===== src/rtl/stacktrbuf_tracker_if.sv =====
// Executor/debug-side bundle of the stack trace buffer write-side tracker.
// The master drives events and frame index; the slave returns write port and status.
interface stacktrbuf_tracker_if #(
    parameter int ARCH  = 64,
    parameter int ABITS = 5
);
    logic                i_e_valid;
    logic [ARCH-1:0]     i_e_pc;
    logic [ARCH-1:0]     i_e_npc;
    logic                i_e_call;
    logic                i_e_ret;
    logic                i_clr;
    logic [ABITS-1:0]    i_dbg_idx;
    logic                o_we;
    logic [ABITS-1:0]    o_waddr;
    logic [2*ARCH-1:0]   o_wdata;
    logic [ABITS-1:0]    o_raddr;
    logic [ABITS:0]      o_depth;
    logic                o_overflow;
    logic                o_underflow;

    modport master (
        output i_e_valid, i_e_pc, i_e_npc, i_e_call, i_e_ret, i_clr, i_dbg_idx,
        input  o_we, o_waddr, o_wdata, o_raddr, o_depth, o_overflow, o_underflow
    );

    modport slave (
        input  i_e_valid, i_e_pc, i_e_npc, i_e_call, i_e_ret, i_clr, i_dbg_idx,
        output o_we, o_waddr, o_wdata, o_raddr, o_depth, o_overflow, o_underflow
    );
endinterface


===== src/rtl/stacktrbuf_tracker.sv =====
// Stack trace buffer write side: call/return tracking, circular write pointer,
// saturating depth and logical-to-physical frame address translation.
module stacktrbuf_tracker #(
    parameter int ARCH  = 64,
    parameter int SIZE  = 32,
    parameter int ABITS = 5
) (
    input logic                 i_clk,
    input logic                 i_rst,
    stacktrbuf_tracker_if.slave bus
);
    localparam logic [ABITS:0]   FULL  = (ABITS+1)'(SIZE);
    localparam logic [ABITS-1:0] AONE  = ABITS'(1);
    localparam logic [ABITS:0]   DONE  = (ABITS+1)'(1);

    logic [ABITS-1:0]  wptr, wptr_n;
    logic [ABITS:0]    depth, depth_n;
    logic              we, we_n;
    logic [ABITS-1:0]  waddr, waddr_n;
    logic [2*ARCH-1:0] wdata, wdata_n;
    logic              ovf, ovf_n;
    logic              unf, unf_n;
    logic              call, ret, empty, full;

    assign call  = bus.i_e_valid & bus.i_e_call;
    assign ret   = bus.i_e_valid & bus.i_e_ret;
    assign empty = (depth == '0);
    assign full  = (depth == FULL);

    always_comb begin
        wptr_n  = wptr;
        depth_n = depth;
        we_n    = 1'b0;
        waddr_n = waddr;
        wdata_n = wdata;
        ovf_n   = ovf;
        unf_n   = unf;
        if (bus.i_clr) begin
            wptr_n  = '0;
            depth_n = '0;
            ovf_n   = 1'b0;
            unf_n   = 1'b0;
        end else if (call && ret && !empty) begin
            // pop-then-push: replace the newest frame in place
            we_n    = 1'b1;
            waddr_n = wptr - AONE;
            wdata_n = {bus.i_e_pc, bus.i_e_npc};
        end else if (call) begin
            we_n    = 1'b1;
            waddr_n = wptr;
            wdata_n = {bus.i_e_pc, bus.i_e_npc};
            wptr_n  = wptr + AONE;
            if (full) ovf_n = 1'b1;
            else      depth_n = depth + DONE;
            if (ret) unf_n = 1'b1;
        end else if (ret) begin
            if (empty) begin
                unf_n = 1'b1;
            end else begin
                wptr_n  = wptr - AONE;
                depth_n = depth - DONE;
            end
        end
    end

    always_ff @(posedge i_clk or posedge i_rst) begin
        if (i_rst) begin
            wptr  <= '0;
            depth <= '0;
            we    <= 1'b0;
            waddr <= '0;
            wdata <= '0;
            ovf   <= 1'b0;
            unf   <= 1'b0;
        end else begin
            wptr  <= wptr_n;
            depth <= depth_n;
            we    <= we_n;
            waddr <= waddr_n;
            wdata <= wdata_n;
            ovf   <= ovf_n;
            unf   <= unf_n;
        end
    end

    assign bus.o_we        = we;
    assign bus.o_waddr     = waddr;
    assign bus.o_wdata     = wdata;
    assign bus.o_depth     = depth;
    assign bus.o_overflow  = ovf;
    assign bus.o_underflow = unf;
    assign bus.o_raddr     = wptr - AONE - bus.i_dbg_idx;
endmodule


===== src/flat_wrapper.sv =====
// flat-port wrapper written by rule: the top's interface ports become plain ports
module stacktrbuf_tracker_flat 
#(
    parameter int ARCH  = 64,
    parameter int SIZE  = 32,
    parameter int ABITS = 5
)
  (i_clk, i_rst, bus_i_e_valid, bus_i_e_pc, bus_i_e_npc, bus_i_e_call, bus_i_e_ret, bus_i_clr, bus_i_dbg_idx, bus_o_we, bus_o_waddr, bus_o_wdata, bus_o_raddr, bus_o_depth, bus_o_overflow, bus_o_underflow);
  stacktrbuf_tracker_if #(.ARCH(ARCH), .ABITS(ABITS)) bus_i ();
  input logic i_clk;
  input logic i_rst;
  input wire logic [$bits(bus_i.i_e_valid)-1:0] bus_i_e_valid;
  input wire logic [$bits(bus_i.i_e_pc)-1:0] bus_i_e_pc;
  input wire logic [$bits(bus_i.i_e_npc)-1:0] bus_i_e_npc;
  input wire logic [$bits(bus_i.i_e_call)-1:0] bus_i_e_call;
  input wire logic [$bits(bus_i.i_e_ret)-1:0] bus_i_e_ret;
  input wire logic [$bits(bus_i.i_clr)-1:0] bus_i_clr;
  input wire logic [$bits(bus_i.i_dbg_idx)-1:0] bus_i_dbg_idx;
  output wire logic [$bits(bus_i.o_we)-1:0] bus_o_we;
  output wire logic [$bits(bus_i.o_waddr)-1:0] bus_o_waddr;
  output wire logic [$bits(bus_i.o_wdata)-1:0] bus_o_wdata;
  output wire logic [$bits(bus_i.o_raddr)-1:0] bus_o_raddr;
  output wire logic [$bits(bus_i.o_depth)-1:0] bus_o_depth;
  output wire logic [$bits(bus_i.o_overflow)-1:0] bus_o_overflow;
  output wire logic [$bits(bus_i.o_underflow)-1:0] bus_o_underflow;
  assign bus_i.i_e_valid = bus_i_e_valid;
  assign bus_i.i_e_pc = bus_i_e_pc;
  assign bus_i.i_e_npc = bus_i_e_npc;
  assign bus_i.i_e_call = bus_i_e_call;
  assign bus_i.i_e_ret = bus_i_e_ret;
  assign bus_i.i_clr = bus_i_clr;
  assign bus_i.i_dbg_idx = bus_i_dbg_idx;
  assign bus_o_we = bus_i.o_we;
  assign bus_o_waddr = bus_i.o_waddr;
  assign bus_o_wdata = bus_i.o_wdata;
  assign bus_o_raddr = bus_i.o_raddr;
  assign bus_o_depth = bus_i.o_depth;
  assign bus_o_overflow = bus_i.o_overflow;
  assign bus_o_underflow = bus_i.o_underflow;
  stacktrbuf_tracker #(.ARCH(ARCH), .SIZE(SIZE), .ABITS(ABITS)) u_core (.i_clk(i_clk), .i_rst(i_rst), .bus(bus_i));
endmodule

===== config.mk =====
export PLATFORM = sky130hd
export DESIGN_NAME = stacktrbuf_tracker_flat
export DESIGN_NICKNAME = d
export VERILOG_FILES = /design/src/rtl/stacktrbuf_tracker_if.sv /design/src/rtl/stacktrbuf_tracker.sv /design/src/flat_wrapper.sv
export SDC_FILE = /design/constraint.sdc
export NUM_CORES = 1
export LEC_CHECK = 0
export BUFFER_PORTS_ARGS = -buffer_cell sky130_fd_sc_hd__buf_2
export CAP_MARGIN = 10
export CORE_UTILIZATION = 35
export DETAILED_ROUTE_END_ITERATION = 8
export SLEW_MARGIN = 15
export SYNTH_ARGS = -nofsm -noshare
export SYNTH_HDL_FRONTEND = slang
export SYNTH_SLANG_ARGS = --single-unit

===== constraint.sdc =====
create_clock -name i_clk -period 6.8 [get_ports i_clk]
set_input_delay 1.36 -clock i_clk [delete_from_list [all_inputs] [get_ports i_clk]]
set_output_delay 1.36 -clock i_clk [all_outputs]
set_load 0.02 [all_outputs]

==> results of run 1 <==
[worst paths after layout]
kind | to | cells after the start | slack (ns)
worst min-delay path | u_core.bus.o_wdata[22] | 2 | 0.47
max in group asynchronous | u_core.bus.o_wdata[125] | 3 | 4.42
worst min register to register | u_core.bus.o_wdata[22] | 2 | 0.47
worst max-delay path | bus_o_raddr[4] | 8 | 2.76
min in group asynchronous | u_core.bus.o_wdata[119] | 2 | 1.08
worst max register to register | u_core.bus.o_depth[5] | 5 | 4.24
[sequential cells by signal, summed over array words and instances, names as in the netlist]
name / cells
u_core.bus.o_depth: 6
u_core.bus.o_overflow: 1
u_core.bus.o_underflow: 1
u_core.bus.o_waddr: 5
u_core.bus.o_wdata: 128
u_core.bus.o_we: 1
u_core.wptr: 5
[routing by layer]
metal  routed length, um  part of all wire, %  up-vias
met3                1265                  7.8       16
met4                 236                  1.5        0
met2                7219                   45      207
met1                7420                   46     2443
met5                   0                    0        -
li1                    -                    -     2724
[kinds of logic (layout without fill, tap and decap cells)]
group / after synthesis / after routing
AND/OR/NAND/NOR: 431 / 431
flip-flops: 147 / 147
buffers and inverters: 52 / 334
AO/OA/AOI/OAI: 38 / 38
XOR/XNOR: 18 / 18
adder cells (fa/ha/maj): 12 / 12
multiplexers: 5 / 5
[cells in the mapped netlist (3+ instances only)]
cell,instances
a21oi_1,11
xor2_1,8
o31ai_1,4
nor2_1,14
buf_1,3
inv_1,14
ha_1,10
o21ai_0,10
xnor2_1,10
a21o_1,3
mux2i_1,5
nand2b_1,5
dfrtp_1,147
nand2_1,395
clkbuf_1,33
[worst reg2reg max path: stages, from the launching register on]
cell,delay [ns]
dfrtp_1,0.43
or4_1,0.69
o21a_1,0.23
o32a_1,0.44
or4_1,0.54
a21oi_1,0.15
[where the power goes]
group,total (mW),internal (mW),switching [mW]
Sequential,1.15,1.03,0.113
Combinational,1.04,0.395,0.644
Clock,0.920,0.530,0.389
Total,3.11,1.96,1.15
[metrics by stage]
step	power (mW)	worst slack [ns]	instance area [um2]
CTS	3.140	2.749	8356
floorplan	1.870	1.489	6183
detailed placement	2.209	2.752	7777
global placement	2.201	2.761	7777
global route	3.291	2.668	8356
finish	3.106	2.763	8356
[cell type report]
class	instances	area share, %
Clock inverter	12	1.453
Tap cell	225	3.369
Inverter	14	0.7188
Sequential cell	147	44.03
Clock buffer	20	5.466
Timing Repair Buffer	288	17.34
Multi-Input combinational cell	504	27.63
==> metrics.md, run 1 <==
| Metric | Value |
|---|---|
| Clk_skew | `0.01249 ns` |
| Initial antenna violation count | `0` |
| Commonest non-fill, non-tap cells in the layout | `nand2_1, buf_2, dfrtp_1` |
| Met2 global-route usage | `26.35%` |
| Area leader, netlist | `dfrtp_1` |
| Met1 usage | `23.44%` |
| CP Class | `input port to output pin` |
| Crit path largest cell delay | `0.39 ns` |
| Tmin final | `4.037 ns` |
| Synthesized-area fraction occupied by and/or/nand/nor cells | `27.26%` |
| Ys async rst share | `100.0%` |
| H-tree depth | `4` |
| Final wirelength | `16140 um` |
| Peak supply drop | `209.3 uV` |
| Pleak | `4.846 nW` |
| Status | `complete, no violations` |
| Final nets | `1123` |
| Clock-pin slew on the worst setup and hold paths | `0.06 ns` |
| YS warnings | `0` |
| Cell Pwr Density | `371.7 mW/mm2` |
| GR Overflow Total | `0` |
| # rows | `48` |
| Root Driver | `clkbuf_16` |
| Fin. max-slew vios | `0` |
| HP Start | `u_core.bus.o_wdata[22]` |
| Final setup viols | `0` |
| Most common cell after layout, fill and taps aside | `nand2_1` |
| Io pins | `286` |
| Startpoint types | `input port` |
| Area grow syn2layout | `35.13%` |
| Xor-xnor portion of the synthesized cell area | `2.550%` |
| Worst reg2reg startpoint | `u_core.bus.o_depth[0]` |
| Max_slew headroom | `34.88%` |
| FMAX | `0.2477 GHz` |
| Vias in the first global route | `5021` |
| HPWL Detailed | `11030 um` |
| CP top delay family | `adder cells` |
| Mux cell area share after synthesis | `0.8094%` |
| Cell count after synthesis | `703` |
| Final hold vios | `0` |
| WP data arrival | `2.68 ns` |
| Post-synthesis register bit count | `147` |
| Synth Area in Compound Gates | `3.926%` |
| Sink Count | `147` |
| Prevailing post-synth register cell | `dfrtp_1` |
| DRC | `0` |
| Cts hold-fix bufs | `0` |
| Crit-path slowest cell | `fa_1` |
| Seq/Total Area, Yosys | `59.49%` |
| Non-filler cells, final | `1210` |
| Post-CTS Setup Bufs | `0` |
| CP startpoint | `bus_i_dbg_idx[0]` |
| Initial Util | `35.75%` |
| Syn Nets | `854` |
| Max Root-Sink Buffers | `2` |
| I/O Buffers | `285` |
| First-pass iteration count of the detailed router | `4` |
| CP dominant cell by count | `buf_2` |
| Pin count of the biggest net entering global routing | `98` |
| Post-cts sizing count | `0` |
| Vias | `5390` |
| Post-Synth Adder-Cell Area | `2.671%` |
| Post-route ant nets | `0` |
| Global-route met3 utilization | `5.706%` |
| Wire length per cell | `13.34 um` |
| Die Y | `134.9 um` |
| Multi-input gate area | `0.002308 mm2` |
| Post-synth EDFFs | `0` |
| DR vias/cell | `4.455` |
| Reg area | `0.003679 mm2` |
| Worst Hold Class | `flop to flop` |
| Post-synth top area share | `59.49%` |
| CTS tree | `built` |
| Mapped Area | `0.006183 mm2` |
| First-pass GRT wire length | `25070 um` |
| Die area | `0.01820 mm2` |
| Avg Cell Area, Syn | `8.796 um2` |
| Worst Path Buf+Inv | `3` |
| GRT Overall Usage | `17.56%` |
| Period utilisation layout | `59.37%` |
| Minimum hold slack | `0.4668 ns` |
| Crit-path cells | `buf_2, ha_1, inv_1, fa_1, a21o_1, a21oi_1, xnor2_1, buf_2` |
| CP max FO | `2` |
| Critical Path End Type | `output pin` |
| Synth area leaders | `dfrtp_1, nand2_1, ha_1, clkbuf_1, xnor2_1` |
| Critical path data required time | `5.44 ns` |
| Placed Cells | `1178` |
| CTS Buf Count | `17` |
| Total of max-cap violations | `0` |
| Fillcell total | `1714` |
| Clock Latency Late Sink | `0.42 ns` |
| Slew @ Worst Pin | `0.9768 ns` |
| Ratio of cells with drive above 1 in the final layout | `33.10%` |
| # diodes | `0` |
| Main combinational cell family by area after synthesis | `simple AND/OR/NAND/NOR gates` |
| TNS Setup | `0 ns` |
| Netlist cell types | `40` |
| Finished Core Util | `48.31%` |
| DRT iter0 DRCs | `255` |
| Most Crowded Layer GR | `met2` |
| Die width | `134.9 um` |
| Routability-driven placement congestion ratio | `0.7355` |
| Placeable Area | `0.01730 mm2` |
| RSZ-0062 raised after global routing | `no` |
(Power assumes the default switching activity.)
==> run 2, diff against run 1 <==
PLACE_DENSITY = 0.65   (was unset)
clock period = 3.56 ns   (was 6.8 ns; I/O delays follow)
==> run 2 against run 1 <==
  * Clock skew decreased by 0.0026 ns
  * Combinational power increased by 91%
  * Flip-flop and latch count unchanged
  * Sequential power increased by 90%
  * Power increased by 89%
  * Sequential share of layout area decreased by 0.20 points
  * Count of clock-buffer cells in the layout decreased by 2
  * Largest power group unchanged
==> metrics.md, run 2 (synthesized netlist as in run 1, its figures left out) <==
| Metric | Value |
|---|---|
| TNS Setup | `0 ns (unchanged)` |
| DR vias/cell | `4.481 (+0.60%)` |
| Peak supply drop | `344.0 uV (+64%)` |
| Worst Reg2Reg Path Length in Cells | `5 (unchanged)` |
| H-tree depth | `4 (unchanged)` |
| # diodes | `0 (unchanged)` |
| # rows | `48 (unchanged)` |
| Worst r2r dst | `u_core.bus.o_depth[5]` |
| Pin count of the biggest net entering global routing | `139 (+42%)` |
| Tmin final | `3.186 ns` |
| Cts hold-fix bufs | `0 (unchanged)` |
| GRT Overall Usage | `17.32% (-0.24 points)` |
| Period utilisation layout | `89.49%` |
| Startpoint types | `flop` |
| Worst reg2reg startpoint | `u_core.bus.o_depth[0]` |
| Vias | `5436 (+0.85%)` |
| FMAX | `0.3139 GHz` |
| Worst Hold Class | `input port to async pin` |
| DR top layer | `met4` |
| Post-cts sizing count | `0 (unchanged)` |
| Cell Pwr Density | `699.9 mW/mm2 (+88%)` |
| Placeable Area | `0.01730 mm2 (unchanged)` |
| CP max FO | `6 (+4)` |
| Commonest non-fill, non-tap cells in the layout | `nand2_1, buf_2, dfrtp_1` |
| Post-CTS Setup Bufs | `0 (unchanged)` |
| DRC | `0 (unchanged)` |
| Met2 WL post-DR | `7430 um (+2.9%)` |
| Die width | `134.9 um (unchanged)` |
| Final nets | `1126 (+0.27%)` |
| Max_slew headroom | `52.67% (+18 points)` |
| Die Y | `134.9 um (unchanged)` |
| First-pass iteration count of the detailed router | `4 (unchanged)` |
| Pleak | `4.867 nW (+0.44%)` |
| Final setup viols | `0 (unchanged)` |
| First-pass GRT wire length | `24560 um (-2.1%)` |
| Routability-driven placement congestion ratio | `0.7893 (+7.3%)` |
| Largest register FFs | `128 (unchanged)` |
| Ratio of cells with drive above 1 in the final layout | `33.30% (+0.20 points)` |
| Critical Path End Type | `output pin` |
| FF-to-FF setup slack | `1.05 ns (-3.19 ns)` |
| Root Driver | `clkbuf_16` |
| Clock-pin slew on the worst setup and hold paths | `0.07 ns (about the same)` |
| GR Overflow Total | `0 (unchanged)` |
| Max Root-Sink Buffers | `2 (unchanged)` |
| Die area | `0.01820 mm2 (unchanged)` |
| Final hold vios | `0 (unchanged)` |
| Most common cell after layout, fill and taps aside | `nand2_1` |
| Io pins | `286 (unchanged)` |
| Post-route ant nets | `0 (unchanged)` |
| CP Class | `flop to output pin` |
| DR WL met3 | `1085 um (-14%)` |
| I/O Buffers | `285 (unchanged)` |
| Area grow syn2layout | `35.75%` |
| CTS tree | `built` |
| CTS Buf Count | `17 (unchanged)` |
| DRT iter0 DRCs | `326 (+28%)` |
| RSZ-0062 raised after global routing | `no` |
| Final wirelength | `15780 um (-2.2%)` |
| Minimum hold slack | `0.2572 ns (-0.2096 ns)` |
| Critical path data required time | `2.85 ns (-2.59 ns)` |
| Sink Count | `147 (unchanged)` |
| Clk_skew | `0.009893 ns (-0.002601 ns)` |
| HPWL Detailed | `10890 um (-1.2%)` |
| Vias in the first global route | `4983 (-0.76%)` |
| Total of max-cap violations | `0 (unchanged)` |
| Initial Util | `35.75% (unchanged)` |
| Clock Latency Late Sink | `0.42 ns (about the same)` |
| WP data arrival | `2.47 ns (-0.21 ns)` |
| Status | `complete, no violations` |
| CP endpoint | `bus_o_raddr[4]` |
| CP startpoint | `u_core.wptr[0]` |
| Fin. max-slew vios | `0 (unchanged)` |
| Wire length per cell | `13.01 um (-2.5%)` |
| Slew @ Worst Pin | `0.7100 ns (-0.2669 ns)` |
| M1 WL | `7083 um (-4.5%)` |
| Initial antenna violation count | `0 (unchanged)` |
run 2: power by group:
group          switching [mW]  internal [mW]
Clock                   0.737          0.969
Combinational            1.23          0.762
Sequential              0.205           1.98
Total                    2.17           3.71
run 2: area by class of cell:
cell class / count / area, um2
clock buffers: 18 / 429.2
clock inverters: 14 / 128.9
fillers: 1691 / 8902
inverters: 14 / 58.81
multi-input cells: 504 / 2308
flip-flops and latches: 147 / 3679
well taps: 225 / 281.5
repair buffers: 291 / 1509
run 2: how the worst min path moves through the flow:
stage,startpoint,to,depth (start not counted)
2_1_floorplan,u_core.wptr[1],u_core.wptr[1],2
5_1_grt,i_rst,u_core.bus.o_wdata[88],2
6_report,i_rst,u_core.bus.o_wdata[88],2
3_3_place_gp,u_core.bus.o_wdata[16],u_core.bus.o_wdata[16],2
3_5_place_dp,u_core.bus.o_wdata[97],u_core.bus.o_wdata[97],2
4_1_cts,i_rst,u_core.bus.o_wdata[88],2
run 2: routing by layer:
layer  up-vias  global-route usage [%]
met2       199                   27.69
met5         -                       0
met3        12                   4.767
li1       2718                       -
met4         0                   6.367
met1      2507                   22.40
run 2: worst max-delay path, stage by stage (launching register included):
cell	delay, ns
dfrtp_1	0.45
inv_1	0.11
ha_1	0.33
inv_1	0.09
fa_1	0.42
a21o_1	0.19
a21oi_1	0.16
xnor2_1	0.13
buf_2	0.18
run 2: stage by stage:
step / worst slack (ns) / util (%) / power, mW / cells / instance area (um2)
final: 0.3741 / 48.53 / 5.875 / 1213 / 8394
after detailed placement: 0.7819 / 45.31 / 4.215 / 1181 / 7836
after global routing: 0.1969 / 48.53 / 6.241 / 1213 / 8394
after floorplan: 0.9787 / - / 3.572 / 703 / 6187
after global placement: 0.8190 / 45.31 / 4.182 / 1181 / 7836
after CTS: 0.3398 / 48.53 / 5.957 / 1213 / 8394
==> run 3, diff against run 2 <==
REMOVE_ABC_BUFFERS = 1   (was unset)
==> run 3 against run 2 <==
  * Die area is the same
  * Clock skew shrank 0.0039 ns
  * Worst hold slack gained 0.12 ns
  * Final cell count is essentially flat
  * Design area grew 0.33%
  * Critical path type unchanged
  * First-iteration DRC count shrank 41%
==> metrics.md, run 3 (synthesized netlist as in run 1, its figures left out) <==
| Metric | Value |
|---|---|
| Status | `complete, no violations` |
| Post-cts sizing count | `0 (unchanged)` |
| Fin area | `0.008422 mm2 (+0.33%)` |
| Cell Pwr Density | `705.9 mW/mm2 (+0.87%)` |
| Crit path largest cell delay | `0.47 ns (+0.02 ns)` |
| Largest register FFs | `128 (unchanged)` |
| Minimum hold slack | `0.3819 ns (+0.1247 ns)` |
| Clock-pin slew on the worst setup and hold paths | `0.06 ns (about the same)` |
| DR WL met3 | `1198 um (+10%)` |
| CTS Buf Count | `17 (unchanged)` |
| H-tree depth | `4 (unchanged)` |
| Vias in the first global route | `4959 (-0.48%)` |
| Pin count of the biggest net entering global routing | `139 (unchanged)` |
| TNS Setup | `0 ns (unchanged)` |
| Peak supply drop | `399.1 uV (+16%)` |
| Critical path data required time | `2.85 ns (about the same)` |
| Initial Util | `35.75% (unchanged)` |
| Max Root-Sink Buffers | `2 (unchanged)` |
| Max_slew headroom | `55.52% (+2.9 points)` |
| Sink Count | `147 (unchanged)` |
| Final nets | `1126 (unchanged)` |
| Die area | `0.01820 mm2 (unchanged)` |
| Root Driver | `clkbuf_16` |
| CP dominant cell by count | `inv_1` |
| Multi-input gate area | `0.002308 mm2 (unchanged)` |
| WP data arrival | `2.50 ns (+0.03 ns)` |
| Die Y | `134.9 um (unchanged)` |
| Vias | `5382 (-0.99%)` |
| Clk_skew | `0.005967 ns (-0.003926 ns)` |
| FF-to-FF setup slack | `1.05 ns (about the same)` |
| Non-filler cells, final | `1214 (+0.082%)` |
| Total of max-cap violations | `0 (unchanged)` |
| Wire length per cell | `13.47 um (+3.5%)` |
| Placed cell area | `0.007838 mm2 (about the same)` |
| Final wirelength | `16360 um (+3.6%)` |
| Initial antenna violation count | `1 (+1)` |
| Post-CTS Setup Bufs | `0 (unchanged)` |
| DRT iter0 DRCs | `191 (-41%)` |
| CP Class | `flop to output pin` |
| DRC | `0 (unchanged)` |
| CTS tree | `built` |
| Area grow syn2layout | `36.20%` |
| CP max FO | `6 (unchanged)` |
| Io pins | `286 (unchanged)` |
| Routability-driven placement congestion ratio | `0.7747 (-1.8%)` |
| DR top layer | `met4` |
| Worst Hold Class | `input port to async pin` |
| Die width | `134.9 um (unchanged)` |
| Worst Path Buf+Inv | `3 (unchanged)` |
| Met2 WL post-DR | `7695 um (+3.6%)` |
| CP top delay family | `adder cells` |
| Period utilisation layout | `90.28% (+0.79 points)` |
| Fillcell total | `1713 (+1.3%)` |
| Post-route ant nets | `0 (unchanged)` |
| First-pass iteration count of the detailed router | `4 (unchanged)` |
| Clock Latency Late Sink | `0.41 ns (about the same)` |
| GRT Overall Usage | `17.66% (+0.35 points)` |
| Ratio of cells with drive above 1 in the final layout | `33.30% (unchanged)` |
| M1 WL | `7368 um (+4.0%)` |
| Slew @ Worst Pin | `0.6672 ns (-0.04281 ns)` |
| Critical Path End Type | `output pin` |
| I/O Buffers | `285 (unchanged)` |
| Cts hold-fix bufs | `0 (unchanged)` |
| Worst r2r dst | `u_core.bus.o_depth[5]` |
| Placeable Area | `0.01730 mm2 (unchanged)` |
| Crit-path slowest cell | `dfrtp_1` |
| Placed Cells | `1181 (unchanged)` |
| RSZ-0062 raised after global routing | `no` |
| Startpoint types | `flop` |
| Crit-path cells | `inv_1, ha_1, inv_1, fa_1, a21o_1, a21oi_1, xnor2_1, buf_2` |
| Most common cell after layout, fill and taps aside | `nand2_1` |
| HPWL Detailed | `11230 um (+3.1%)` |
| GR Overflow Total | `0 (unchanged)` |
| Reg area | `0.003679 mm2 (unchanged)` |
| Tmin final | `3.214 ns (+0.02811 ns)` |
| First-pass GRT wire length | `25140 um (+2.4%)` |
| # rows | `48 (unchanged)` |
| DR vias/cell | `4.433 (-1.1%)` |
| Final hold vios | `0 (unchanged)` |
| Final setup viols | `0 (unchanged)` |
| Worst Reg2Reg Path Length in Cells | `5 (unchanged)` |
| FMAX | `0.3111 GHz (-0.87%)` |
| Fin. max-slew vios | `0 (unchanged)` |
| Worst reg2reg startpoint | `u_core.bus.o_depth[0]` |
| Pleak | `4.881 nW (+0.29%)` |
| Commonest non-fill, non-tap cells in the layout | `nand2_1, buf_2, dfrtp_1` |
==> run 3: changes by cell type in the layout (fill, tap and decap cells not counted), sizes merged <==
| cell | change |
|---|---|
| diode | +1 |
| clkbuf | +1 |
| clkinvlp | -1 |
| inv | +3 |
| clkinv | -3 |
==> run 3: per-stage QoR <==
stage               power, mW  worst slack (ns)  util [%]
floorplan               3.543            -3.186         -
finish                  5.945            0.3460     48.69
global placement        4.191            0.8074     45.31
global route            6.306            0.2129     48.68
CTS                     6.020            0.3031     48.68
detailed placement      4.226            0.7576     45.31
==> run 3: final cells by class <==
type	instances	share of cell area (%)
flip-flops and latches	147	43.68
clock inverters	13	1.649
well taps	225	3.343
clock buffers	19	5.259
multi-input cells	504	27.41
inverters	14	0.7131
diodes	1	0.02971
repair buffers	291	17.92
==> run 3: worst max-delay path by stage <==
stage | slack (ns) | cells past startpoint | from | end
floorplan | -3.19 | 6 | bus_i_e_valid | u_core.bus.o_depth[4]
global placement | 0.81 | 8 | bus_i_dbg_idx[0] | bus_o_raddr[4]
detailed placement | 0.76 | 8 | u_core.wptr[0] | bus_o_raddr[4]
CTS | 0.30 | 8 | u_core.wptr[0] | bus_o_raddr[4]
global route | 0.21 | 8 | u_core.wptr[0] | bus_o_raddr[4]
finish | 0.35 | 8 | u_core.wptr[0] | bus_o_raddr[4]
==> run 3: report_power, final <==
group          internal, mW  switching (mW)
logic                 0.760            1.24
registers              1.97           0.209
clock network          1.01           0.760
==> run 3: routing by layer <==
metal / GRT usage [%] / vias to the layer above
met4: 4.869 / 0
met3: 5.068 / 8
li1: - / 2723
met2: 28.95 / 193
met5: 0 / -
met1: 22.74 / 2458
